==> config.mk <==
export PLATFORM = sky130hd
export DESIGN_NAME = nes_tx_scheduler
export DESIGN_NICKNAME = d
export VERILOG_FILES = /design/src/rtl/nes_tx_scheduler.sv
export SDC_FILE = /design/constraint.sdc
export NUM_CORES = 1
export LEC_CHECK = 0
export BUFFER_PORTS_ARGS = -buffer_cell sky130_fd_sc_hd__buf_4
export CAP_MARGIN = 20
export CORE_ASPECT_RATIO = 1.1
export CORE_MARGIN = 2
export CORE_UTILIZATION = 55
export DETAILED_ROUTE_END_ITERATION = 7
export HOLD_SLACK_MARGIN = 0.08
export PLACE_DENSITY = 0.75
export SLEW_MARGIN = 10
export SYNTH_ARGS = -nofsm -noshare
export SYNTH_HDL_FRONTEND = slang
export SYNTH_SLANG_ARGS = --single-unit
==> constraint.sdc <==
create_clock -name clk -period 3.82 [get_ports clk]
set_input_delay 0.573 -clock clk [delete_from_list [all_inputs] [get_ports clk]]
set_output_delay 0.573 -clock clk [all_outputs]
set_load 0.01 [all_outputs]
==> src/rtl/nes_tx_scheduler.sv <==
// nes_tx_scheduler: latches the local NES controller state and emits fixed-length
// bursts of 16-bit payload words toward network_stack_tx (eth_refclk domain).
// Word 0 is {seq, ~seq}, which never has equal bytes, so the receiver's majority
// vote only counts the {buttons, buttons} words that follow it.
// Optional feature macro: NES_TX_ON_CHANGE_EN -- when defined, a sampled button
// state that differs from the last frame sent also requests a frame.
module nes_tx_scheduler #(
    parameter int PAYLOAD_WORDS = 7,
    parameter int PERIOD_CYCLES = 833_333,
    parameter int GAP_CYCLES    = 2048
) (
    input  logic        clk,
    input  logic        rst,
    input  logic [7:0]  buttons_in,
    input  logic        buttons_valid,
    input  logic        force_send,
    input  logic        tx_enable,
    output logic        axiov,
    output logic [15:0] axiod,
    output logic        busy,
    output logic [15:0] frames_sent
);

    localparam int PER_W = $clog2(PERIOD_CYCLES);
    localparam int GAP_W = $clog2(GAP_CYCLES + 1);

    localparam logic [PER_W-1:0] PER_LAST = PER_W'(PERIOD_CYCLES - 1);
    localparam logic [GAP_W-1:0] GAP_LOAD = GAP_W'(GAP_CYCLES);
    localparam logic [7:0]       WORD_END = 8'(PAYLOAD_WORDS);

    typedef enum logic [1:0] {
        IDLE = 2'd0,
        SEND = 2'd1,
        GAP  = 2'd2
    } state_t;

    state_t            state_q, state_d;
    logic [PER_W-1:0]  perCount_q, perCount_d;
    logic [GAP_W-1:0]  gapCount_q, gapCount_d;
    logic [7:0]        wordIdx_q, wordIdx_d;
    logic [7:0]        snap_q, snap_d;
    logic [7:0]        frameBtn_q, frameBtn_d;
    logic [7:0]        lastSent_q, lastSent_d;
    logic [7:0]        seq_q, seq_d;
    logic [15:0]       framesSent_q, framesSent_d;
    logic              perPend_q, perPend_d;
    logic              frcPend_q, frcPend_d;
    logic              axiov_q, axiov_d;
    logic [15:0]       axiod_q, axiod_d;
    logic              busy_q, busy_d;
    logic              perWrap;
    logic              anyPend;
`ifdef NES_TX_ON_CHANGE_EN
    logic              chgPend_q, chgPend_d;
`endif

    // Next-state logic: trigger bookkeeping, frame sequencing and the registered outputs
    always_comb begin
        state_d      = state_q;
        perWrap      = (perCount_q == PER_LAST);
        perCount_d   = perWrap ? '0 : perCount_q + PER_W'(1);
        gapCount_d   = gapCount_q;
        wordIdx_d    = wordIdx_q;
        snap_d       = buttons_valid ? buttons_in : snap_q;
        frameBtn_d   = frameBtn_q;
        lastSent_d   = lastSent_q;
        seq_d        = seq_q;
        framesSent_d = framesSent_q;
        perPend_d    = perPend_q;
        frcPend_d    = frcPend_q;
        axiov_d      = 1'b0;
        axiod_d      = 16'h0000;
        anyPend      = perPend_q | frcPend_q;
`ifdef NES_TX_ON_CHANGE_EN
        chgPend_d    = chgPend_q;
        anyPend      = anyPend | chgPend_q;
`endif

        case (state_q)
            IDLE: begin
                if (anyPend) begin
                    frameBtn_d = snap_q;
                    perPend_d  = 1'b0;
                    frcPend_d  = 1'b0;
`ifdef NES_TX_ON_CHANGE_EN
                    chgPend_d  = 1'b0;
`endif
                    axiov_d    = 1'b1;
                    axiod_d    = {seq_q, ~seq_q};
                    wordIdx_d  = 8'd1;
                    state_d    = SEND;
                end
            end
            SEND: begin
                if (wordIdx_q == WORD_END) begin
                    seq_d        = seq_q + 8'd1;
                    lastSent_d   = frameBtn_q;
                    framesSent_d = framesSent_q + 16'd1;
                    gapCount_d   = GAP_LOAD;
                    state_d      = GAP;
                end else begin
                    axiov_d   = 1'b1;
                    axiod_d   = {frameBtn_q, frameBtn_q};
                    wordIdx_d = wordIdx_q + 8'd1;
                end
            end
            GAP: begin
                if (gapCount_q == '0) begin
                    state_d = IDLE;
                end else begin
                    gapCount_d = gapCount_q - GAP_W'(1);
                end
            end
            default: begin
                state_d = IDLE;
            end
        endcase

        // A trigger in the launch cycle must survive the launch clear.
        if (perWrap && tx_enable) begin
            perPend_d = 1'b1;
        end
        if (force_send) begin
            frcPend_d = 1'b1;
        end
`ifdef NES_TX_ON_CHANGE_EN
        if (buttons_valid && (buttons_in != lastSent_q)) begin
            chgPend_d = 1'b1;
        end
`endif

        busy_d = (state_d != IDLE);
    end

    // State register with synchronous active-high reset
    always_ff @(posedge clk) begin
        if (rst) begin
            state_q      <= IDLE;
            perCount_q   <= '0;
            gapCount_q   <= '0;
            wordIdx_q    <= 8'd0;
            snap_q       <= 8'd0;
            frameBtn_q   <= 8'd0;
            lastSent_q   <= 8'd0;
            seq_q        <= 8'd0;
            framesSent_q <= 16'd0;
            perPend_q    <= 1'b0;
            frcPend_q    <= 1'b0;
            axiov_q      <= 1'b0;
            axiod_q      <= 16'h0000;
            busy_q       <= 1'b0;
`ifdef NES_TX_ON_CHANGE_EN
            chgPend_q    <= 1'b0;
`endif
        end else begin
            state_q      <= state_d;
            perCount_q   <= perCount_d;
            gapCount_q   <= gapCount_d;
            wordIdx_q    <= wordIdx_d;
            snap_q       <= snap_d;
            frameBtn_q   <= frameBtn_d;
            lastSent_q   <= lastSent_d;
            seq_q        <= seq_d;
            framesSent_q <= framesSent_d;
            perPend_q    <= perPend_d;
            frcPend_q    <= frcPend_d;
            axiov_q      <= axiov_d;
            axiod_q      <= axiod_d;
            busy_q       <= busy_d;
`ifdef NES_TX_ON_CHANGE_EN
            chgPend_q    <= chgPend_d;
`endif
        end
    end

    assign axiov       = axiov_q;
    assign axiod       = axiod_q;
    assign busy        = busy_q;
    assign frames_sent = framesSent_q;

endmodule

==> summary.md, run 1 <==
| Metric | Value |
|---|---|
| Dpl hpwl | `6360 um` |
| Horiz. Die Dim | `89.6 um` |
| Diode count | `0` |
| DRC | `0` |
| Top cells by area, synth | `dfxtp_1, a21oi_1, nand2_1, nor2_1, xnor2_1` |
| Post-CTS sizing | `0` |
| CTS H-tree depth | `3` |
| Synthesized area | `4440 sq um` |
| Peak supply drop | `0.197 mV` |
| Core footprint | `7870 sq um` |
| Reg area | `2040 sq um` |
| Post-Syn Instances | `520` |
| RSZ-0062 raised after global routing | `false` |
| Site Rows | `34` |
| Post-synthesis cell type count | `51` |
| Switching part of the total power | `23.6%` |
| Post-synth EDFFs | `0` |
| Psw | `0.448 mW` |
| Post-synthesis sequential area ratio | `46.0%` |
| Post-synthesis to final-layout area growth | `13.5%` |
| Slew margin rel. | `34.4%` |
| Slew @ Worst Pin | `0.975 ns` |
| Reg power frac | `57.6%` |
| Vias post-DR | `3846` |
| CP Launch Point | `wordIdx_q[0]` |
| Worst EP required | `4.10 ns` |
| Flop2flop setup slack | `1.36 ns` |
| Min cycle time layout | `2.46 ns` |
| CTS sink count | `102` |
| Die area | `8800 sq um` |
| Synth warn | `0` |
| Hold slack | `0.418 ns` |
| Area share of the largest cell type after synthesis | `46.0%` |
| Gr ovfl total | `0` |
| Static Leak | `1.78 nW` |
| Clock Power Share | `37.4%` |
| Post-route cell area | `5030 sq um` |
| WL final | `9130 um` |
| Synth Flop Type | `dfxtp_1` |
| Root Driver | `clkbuf_8` |
| Share of the clock period used by the worst path | `64.5%` |
| Drt pass-1 iters | `5` |
| WL/cell | `13.8 um` |
| Layout cells sized above 1 | `13.7%` |
| Post-DR vias/cell | `5.79` |
| WS Path Type | `flop to flop` |
| Fmax | `0.406 GHz` |
| Io pins | `47` |
| Post-synth top cells | `dfxtp_1, nand2_1, a21oi_1` |
| Leading area contributor after synthesis | `dfxtp_1` |
| Initial Utilization | `56.4%` |
| Worst Setup End Kind | `flop` |
| Synthesized area per cell | `8.53 sq um` |
| Pre-CTS WS | `1.40 ns` |
| Port bufs | `46` |
| CP max FO | `11` |
| Final slew viol count | `0` |
| All-layer global routing usage | `21.4%` |
| Overall die height | `98.2 um` |
| Reg2reg path depth | `5` |
| Final Setup Violations | `0` |
| Pwr Density | `377 nW/um^2` |
| Sum of negative setup slack | `0 ns` |
| Nets | `570` |
| Setup Buffers After CTS | `0` |
| Critical Path Start Type | `flop` |
| Multi-input gate area | `2230 sq um` |
| Hold Path Origin | `force_send` |
| Count leader, synth | `dfxtp_1` |
| Final core occ | `64.0%` |
| Final hold viol count | `0` |
| Clk_skew | `0.0159 ns` |
| RR Endpoint | `seq_q[7]` |
| Setup ws final | `1.36 ns` |
| Largest net degree at the start of global routing | `68` |
| Initial DRC Count | `205` |
| Synth async-reset ratio | `0%` |
| Power Total | `1.90 mW` |
| Pint | `1.45 mW` |
| Comb power frac | `5.0%` |
| DP Cell Count | `648` |
| Initial antenna violation count | `0` |
| Synth Register Bits | `102` |
| Vias in the first global route | `3402` |
| CTS tree | `built` |
| CTS buffer count | `9` |
| Antenna Violating Nets Remaining | `0` |
| Clock latency on the worst-skew pair | `0.37 ns` |
| Fin cells | `664` |
| Post-Syn Nets | `539` |
| Placed Area | `4820 sq um` |
| Fill count | `703` |
| Hold crit path type | `input port to flop` |
| Crit path DAT | `2.75 ns` |
| Clk buf depth | `2` |
| CTS clk-pin slew, worst paths | `0.10 ns` |
| Reg2reg start | `wordIdx_q[0]` |
| Status | `finished, final reports clean` |
| Routability congestion estimate from global placement | `0.849` |
| First-pass GRT wire length | `15300 um` |
| CP Capture Point | `seq_q[7]` |
| Hold_buf cts | `0` |
| Total of max-cap violations | `0` |
-- state kept, by name, indices dropped and copies added, names as in the netlist --
register	flops
wordIdx_q	8
busy	1
seq_q	8
perPend_q	1
gapCount_q	12
perCount_q	20
frameBtn_q	8
state_q	2
axiod	16
axiov	1
frames_sent	16
snap_q	8
frcPend_q	1
-- power by group through the flow --
stage / registers [mW] / clock network (mW) / logic (mW)
2_1_floorplan: 1.12 / 0 / 0.0618
3_3_place_gp: 1.12 / 0 / 0.0940
3_5_place_dp: 1.12 / 0 / 0.0960
4_1_cts: 1.09 / 0.725 / 0.0964
5_1_grt: 1.10 / 0.762 / 0.108
6_report: 1.09 / 0.710 / 0.0952
-- logic make-up (layout without fill, tap and decap cells) --
| kind of cell | count (synthesis) | after routing | synth area share [%] |
|---|---|---|---|
| adders and majority gates | 6 | 6 | 1.69 |
| AOI/OAI and AO/OA | 101 | 101 | 13.6 |
| xor gates and xnor gates | 24 | 24 | 4.74 |
| buffers and inverters | 42 | 78 | 3.61 |
| muxes | 12 | 12 | 2.82 |
| and+or+nand+nor | 233 | 233 | 27.6 |
| DFF | 102 | 102 | 46.0 |
-- cell type report --
| cell class | instances | area share (%) |
|---|---|---|
| clock inverters | 6 | 1.49 |
| flip-flops and latches | 102 | 40.6 |
| well taps | 108 | 2.68 |
| inverters | 15 | 1.12 |
| clock buffers | 10 | 2.73 |
| multi-input cells | 376 | 44.4 |
| repair buffers | 47 | 7.01 |
-- routing by layer --
layer / GRT usage [%] / up-vias / routed length [um]
li1: - / 1938 / -
met1: 28.8 / 1787 / 4160
met2: 33.3 / 100 / 4350
met3: 3.21 / 21 / 374
met4: 9.76 / 0 / 248
met5: 0 / - / 0
-- critical path: stages (launching register included) --
cell and delay [ns]:
dfxtp_1 0.39, ha_1 0.25, nand4bb_1 0.37, or4_1 0.74
or4_1 0.50, a21oi_1 0.15
-- how the worst min path moves through the flow --
stage | to | cells past startpoint
2_1_floorplan | frameBtn_q[0] | 2
3_3_place_gp | perPend_q | 2
3_5_place_dp | perPend_q | 2
4_1_cts | frcPend_q | 3
5_1_grt | frcPend_q | 3
6_report | frcPend_q | 3
-- cell usage in the layout (no fill, tap or decap), types with 2 or more instances in the layout --
cell / count
ha_1: 6
dfxtp_1: 102
o31ai_1: 7
and4_1: 2
nor2b_1: 3
nand4_1: 11
o21ai_0: 14
a211oi_1: 2
nand3b_1: 5
buf_4: 47
nor4_1: 13
nand2b_1: 2
a31oi_1: 6
inv_1: 15
inv_6: 2
nand3_1: 22
or3_1: 23
xor2_1: 6
nand2_1: 59
nor2_1: 46
mux2i_1: 8
o21a_1: 2
mux2_2: 4
a21oi_1: 54
nand4b_1: 3
and3_1: 4
nor3_1: 13
or4_1: 12
a311oi_1: 2
xnor2_1: 18
o311ai_0: 2
o41ai_1: 3
o211ai_1: 2
or2_2: 6
clkbuf_8: 10
Power figures use the tool's default switching activity.
==> inputs of run 2 (changes only) <==
==> constraint.sdc (replaced) <==
create_clock -name clk -period 2.6 [get_ports clk]
set_input_delay 0.39 -clock clk [delete_from_list [all_inputs] [get_ports clk]]
set_output_delay 0.39 -clock clk [all_outputs]
set_load 0.01 [all_outputs]
==> summary.md, run 2 (synthesized netlist as in run 1, its figures left out) <==
| Metric | Value |
|---|---|
| Routability congestion estimate from global placement | `0.846 (was 0.849)` |
| Initial DRC Count | `241 (was 205)` |
| Post-DR vias/cell | `5.77 (was 5.79)` |
| Peak supply drop | `0.385 mV (was 0.197 mV)` |
| CTS clk-pin slew, worst paths | `0.10 ns (about the same)` |
| Slew @ Worst Pin | `0.933 ns (was 0.975 ns)` |
| Max reg flops | `20 (unchanged)` |
| Worst EP required | `2.89 ns (was 4.10 ns)` |
| Power Total | `2.73 mW (was 1.90 mW)` |
| Port bufs | `46 (unchanged)` |
| Drt pass-1 iters | `5 (unchanged)` |
| Worst Setup End Kind | `flop (unchanged)` |
| Site Rows | `34 (unchanged)` |
| Final core occ | `64.8% (was 64.0%)` |
| Most common cell after layout, fill and taps aside | `dfxtp_1 (unchanged)` |
| RSZ-0062 raised after global routing | `false (unchanged)` |
| Clk_skew | `0.0118 ns (was 0.0159 ns)` |
| Initial antenna violation count | `0 (unchanged)` |
| Max incr delay on CP | `0.63 ns (was 0.74 ns)` |
| Largest net degree at the start of global routing | `47 (was 68)` |
| Hold_buf cts | `0 (unchanged)` |
| Clk buf depth | `2 (unchanged)` |
| WL/cell | `14.2 um (was 13.8 um)` |
| Crit path DAT | `2.53 ns (was 2.75 ns)` |
| Slew margin rel. | `37.8% (was 34.4%)` |
| Vias in the first global route | `3708 (was 3402)` |
| Initial Utilization | `56.4% (unchanged)` |
| Nets | `580 (was 570)` |
| WS Path Type | `flop to flop (unchanged)` |
| WL final | `9550 um (was 9130 um)` |
| Setup Buffers After CTS | `0 (unchanged)` |
| CTS buffer count | `9 (unchanged)` |
| Layout cells sized above 1 | `15.2% (was 13.7%)` |
| Io pins | `47 (unchanged)` |
| DRC | `0 (unchanged)` |
| First-pass GRT wire length | `16300 um (was 15300 um)` |
| CP cell instances | `or3_1, or4_1, or4_1, a21oi_1 (was ha_1, nand4bb_1, or4_1, or4_1, a21oi_1)` |
| Core footprint | `7870 sq um (unchanged)` |
| Post-CTS sizing | `0 (unchanged)` |
| Pwr Density | `536 nW/um^2 (was 377 nW/um^2)` |
| Antenna Violating Nets Remaining | `0 (unchanged)` |
| Final slew viol count | `0 (unchanged)` |
| Clock latency on the worst-skew pair | `0.36 ns (was 0.37 ns)` |
| Gr ovfl total | `0 (unchanged)` |
| Most frequent cells in the layout | `dfxtp_1, nand2_1, buf_4 (was dfxtp_1, nand2_1, a21oi_1)` |
| Vias post-DR | `3887 (was 3846)` |
| Total of max-cap violations | `0 (unchanged)` |
| Static Leak | `1.83 nW (was 1.78 nW)` |
| Hold crit path type | `input port to flop (unchanged)` |
| Pre-CTS WS | `0.387 ns (was 1.40 ns)` |
| Critical Path Start Type | `flop (unchanged)` |
| Final Setup Violations | `0 (unchanged)` |
| Root Driver | `clkbuf_8 (unchanged)` |
| CTS tree | `built (unchanged)` |
| CTS sink count | `102 (unchanged)` |
| Min cycle time layout | `2.24 ns (was 2.46 ns)` |
| Dpl hpwl | `6870 um (was 6360 um)` |
| Critical Path Most Common Cell | `or4_1 (unchanged)` |
| Fmax | `0.446 GHz (was 0.406 GHz)` |
| Overall die height | `98.2 um (unchanged)` |
| Share of the clock period used by the worst path | `86.2% (was 64.5%)` |
| Horiz. Die Dim | `89.6 um (unchanged)` |
| Post-synthesis to final-layout area growth | `14.9% (was 13.5%)` |
| Die area | `8800 sq um (unchanged)` |
| CTS H-tree depth | `3 (unchanged)` |
| CP max FO | `8 (was 11)` |
| Biggest register | `perCount_q (unchanged)` |
| Status | `finished, final reports clean (unchanged)` |
| Sum of negative setup slack | `0 ns (unchanged)` |
| Setup ws final | `0.358 ns (was 1.36 ns)` |
| All-layer global routing usage | `22.7% (was 21.4%)` |
| Diode count | `0 (unchanged)` |
| Final hold viol count | `0 (unchanged)` |
| Slowest CP cell | `or4_1 (unchanged)` |
## run 2: metal layers
metal	vias up	global-route usage [%]	share of wire (%)
met3	13	5.16	3.0
met2	65	38.0	50
met1	1855	29.3	45
met4	0	5.74	1.5
met5	-	0	0
li1	1954	-	-
## run 2: layout make-up
type	count	area, sq um
clock buffers	10	138
clock inverters	6	62.6
fillers	680	2770
inverters	15	56.3
multi-input cells	376	2230
flip-flops and latches	102	2040
well taps	108	135
repair buffers	57	428
## run 2: report_power, final
part	switching (mW)	leakage, nW	internal (mW)	total, mW
clock	0.580	0.102	0.400	0.980
combinational	0.0873	0.899	0.0601	0.147
sequential	0.0168	0.826	1.59	1.61
total	0.684	1.83	2.05	2.73
## run 2: final timing paths
| check | from | endpoint | slack (ns) | cells past startpoint |
|---|---|---|---|---|
| min | force_send | frcPend_q | 0.25 | 3 |
| min reg2reg | snap_q[0] | frameBtn_q[0] | 0.46 | 2 |
| max | wordIdx_q[3] | seq_q[6] | 0.36 | 4 |
| max reg2reg | wordIdx_q[3] | seq_q[6] | 0.36 | 4 |
## run 2: per-stage QoR
step                      cells  hold slack [ns]  cell area (sq um)
after floorplan             520            0.431               4440
after global placement      658            0.442               4900
after detailed placement    658            0.448               4900
after CTS                   674            0.244               5100
after global routing        674            0.236               5100
final                       674            0.251               5100
## run 2: worst max-delay path: cells and delay by family, from the launching register on
kind	cells	cell delay [ns]
compound gates	1	0.16
flops	1	0.37
simple gates	3	1.65
==> inputs of run 3 (changes only) <==
--- a/config.mk
+++ b/config.mk
@@ -12,7 +12,7 @@
 export CORE_UTILIZATION = 55
 export DETAILED_ROUTE_END_ITERATION = 7
 export HOLD_SLACK_MARGIN = 0.08
-export PLACE_DENSITY = 0.75
+export PLACE_DENSITY_LB_ADDON = 0.25
 export SLEW_MARGIN = 10
 export SYNTH_ARGS = -nofsm -noshare
 export SYNTH_HDL_FRONTEND = slang
==> summary.md, run 3 (synthesized netlist as in run 1, its figures left out) <==
| Metric | Value |
|---|---|
| Site Rows | `34 (unchanged)` |
| Peak supply drop | `0.342 mV (was 0.385 mV)` |
| Clk buf depth | `2 (unchanged)` |
| Reg area | `2040 sq um (unchanged)` |
| Hold crit path type | `input port to flop (unchanged)` |
| Share of the clock period used by the worst path | `86.8% (was 86.2%)` |
| Pint | `2.04 mW (was 2.05 mW)` |
| Min cycle time layout | `2.26 ns (was 2.24 ns)` |
| Port bufs | `46 (unchanged)` |
| DP Cell Count | `657 (was 658)` |
| All-layer global routing usage | `22.8% (was 22.7%)` |
| WS Path Type | `flop to flop (unchanged)` |
| CP max FO | `8 (unchanged)` |
| Initial Utilization | `56.4% (unchanged)` |
| Overall die height | `98.2 um (unchanged)` |
| Io pins | `47 (unchanged)` |
| Post-DR vias/cell | `5.82 (was 5.77)` |
| Max incr delay on CP | `0.64 ns (was 0.63 ns)` |
| Initial DRC Count | `285 (was 241)` |
| Static Leak | `1.82 nW (was 1.83 nW)` |
| Diode count | `0 (unchanged)` |
| CTS H-tree depth | `3 (unchanged)` |
| CTS clk-pin slew, worst paths | `0.10 ns (about the same)` |
| Post-synthesis to final-layout area growth | `14.4% (was 14.9%)` |
| Post-CTS sizing | `0 (unchanged)` |
| Root Driver | `clkbuf_8 (unchanged)` |
| Vias in the first global route | `3695 (was 3708)` |
| Reg power frac | `58.9% (was 58.8%)` |
| Reg2reg path depth | `4 (unchanged)` |
| Initial antenna violation count | `0 (unchanged)` |
| Gr ovfl total | `0 (unchanged)` |
| First-pass GRT wire length | `16400 um (was 16300 um)` |
| Pwr Density | `537 nW/um^2 (was 536 nW/um^2)` |
| Total of max-cap violations | `0 (unchanged)` |
| WL/cell | `14.3 um (was 14.2 um)` |
| Worst hold stages | `3 (unchanged)` |
| Final slew viol count | `0 (unchanged)` |
| Fin cells | `673 (was 674)` |
| Switching part of the total power | `25.3% (was 25.0%)` |
| Dpl hpwl | `6810 um (was 6870 um)` |
| Slowest CP cell | `or4_1 (unchanged)` |
| Clk_skew | `0.0117 ns (was 0.0118 ns)` |
| Final hold viol count | `0 (unchanged)` |
| Core footprint | `7870 sq um (unchanged)` |
| Psw | `0.689 mW (was 0.684 mW)` |
| RSZ-0062 raised after global routing | `false (unchanged)` |
| Worst Setup End Kind | `flop (unchanged)` |
| Sum of negative setup slack | `0 ns (unchanged)` |
| Slew margin rel. | `40.1% (was 37.8%)` |
| Hold_buf cts | `0 (unchanged)` |
| Final Setup Violations | `0 (unchanged)` |
| Clock latency on the worst-skew pair | `0.37 ns (was 0.36 ns)` |
| Multi-input gate area | `2230 sq um (unchanged)` |
| Fill count | `694 (was 680)` |
| Clock Power Share | `35.8% (about the same)` |
| CP cell instances | `or3_1, or4_1, or4_1, a21oi_1 (unchanged)` |
| Worst EP required | `2.90 ns (was 2.89 ns)` |
| DRC | `0 (unchanged)` |
| Horiz. Die Dim | `89.6 um (unchanged)` |
| CTS tree | `built (unchanged)` |
| CTS buffer count | `9 (unchanged)` |
| Comb power frac | `5.3% (was 5.4%)` |
| Vias post-DR | `3915 (was 3887)` |
| Setup Buffers After CTS | `0 (unchanged)` |
| Slew @ Worst Pin | `0.899 ns (was 0.933 ns)` |
| Most common cell after layout, fill and taps aside | `dfxtp_1 (unchanged)` |
| CTS sink count | `102 (unchanged)` |
| Critical Path Most Common Cell | `or4_1 (unchanged)` |
| Nets | `579 (was 580)` |
| Most frequent cells in the layout | `dfxtp_1, nand2_1, buf_4 (unchanged)` |
| Critical Path Start Type | `flop (unchanged)` |
| Die area | `8800 sq um (unchanged)` |
| Drt pass-1 iters | `5 (unchanged)` |
| Layout cells sized above 1 | `15.0% (was 15.2%)` |
| WL final | `9650 um (was 9550 um)` |
| Crit path DAT | `2.56 ns (was 2.53 ns)` |
| Power Total | `2.73 mW (about the same)` |
| Largest net degree at the start of global routing | `47 (unchanged)` |
| Max reg flops | `20 (unchanged)` |
| Biggest register | `perCount_q (unchanged)` |
| Routability congestion estimate from global placement | `0.823 (was 0.846)` |
| Status | `finished, final reports clean (unchanged)` |
| Antenna Violating Nets Remaining | `0 (unchanged)` |
| Fmax | `0.443 GHz (was 0.446 GHz)` |
==> run 3: power by group through the flow <==
stage	Combinational, mW	Sequential [mW]	Clock [mW]
floorplan	0.0909	1.64	0
global placement	0.141	1.64	0
detailed placement	0.145	1.64	0
CTS	0.145	1.61	0.990
global route	0.163	1.61	1.05
finish	0.145	1.61	0.976
==> run 3: worst max-delay path, delay by kind of cell, from the launching register on <==
family,cells,cell delay (ns)
AO/OA/AOI/OAI,1,0.16
AND/OR/NAND/NOR,3,1.66
flip-flops,1,0.37
==> run 3: cell type report <==
type                            count  area share (%)
Timing Repair Buffer               56            8.28
Sequential cell                   102            40.2
Clock buffer                       10            2.71
Clock inverter                      6            1.01
Tap cell                          108            2.66
Multi-Input combinational cell    376            44.0
Inverter                           15            1.11
==> run 3: final timing paths <==
check	to	from	slack [ns]
max	seq_q[7]	wordIdx_q[3]	0.34
min	frcPend_q	force_send	0.24
max reg2reg	seq_q[7]	wordIdx_q[3]	0.34
min reg2reg	frameBtn_q[5]	frameBtn_q[5]	0.46
==> run 3: metal layers <==
layer	vias to the layer above	routed length, um	track usage [%]
met5	-	0	0
met4	0	211	9.18
met3	16	374	3.04
met2	95	4820	38.7
met1	1846	4240	28.7
li1	1958	-	-
==> run 3: metrics by stage <==
step / worst slack (ns) / hold WS, ns / cell area, sq um / util (%)
final: 0.343 / 0.239 / 5080 / 64.5
after detailed placement: 0.386 / 0.449 / 4890 / 62.1
after CTS: 0.352 / 0.245 / 5080 / 64.5
after global placement: 0.479 / 0.445 / 4890 / 62.1
after global routing: 0.236 / 0.251 / 5080 / 64.5
after floorplan: 0.448 / 0.431 / 4440 / -
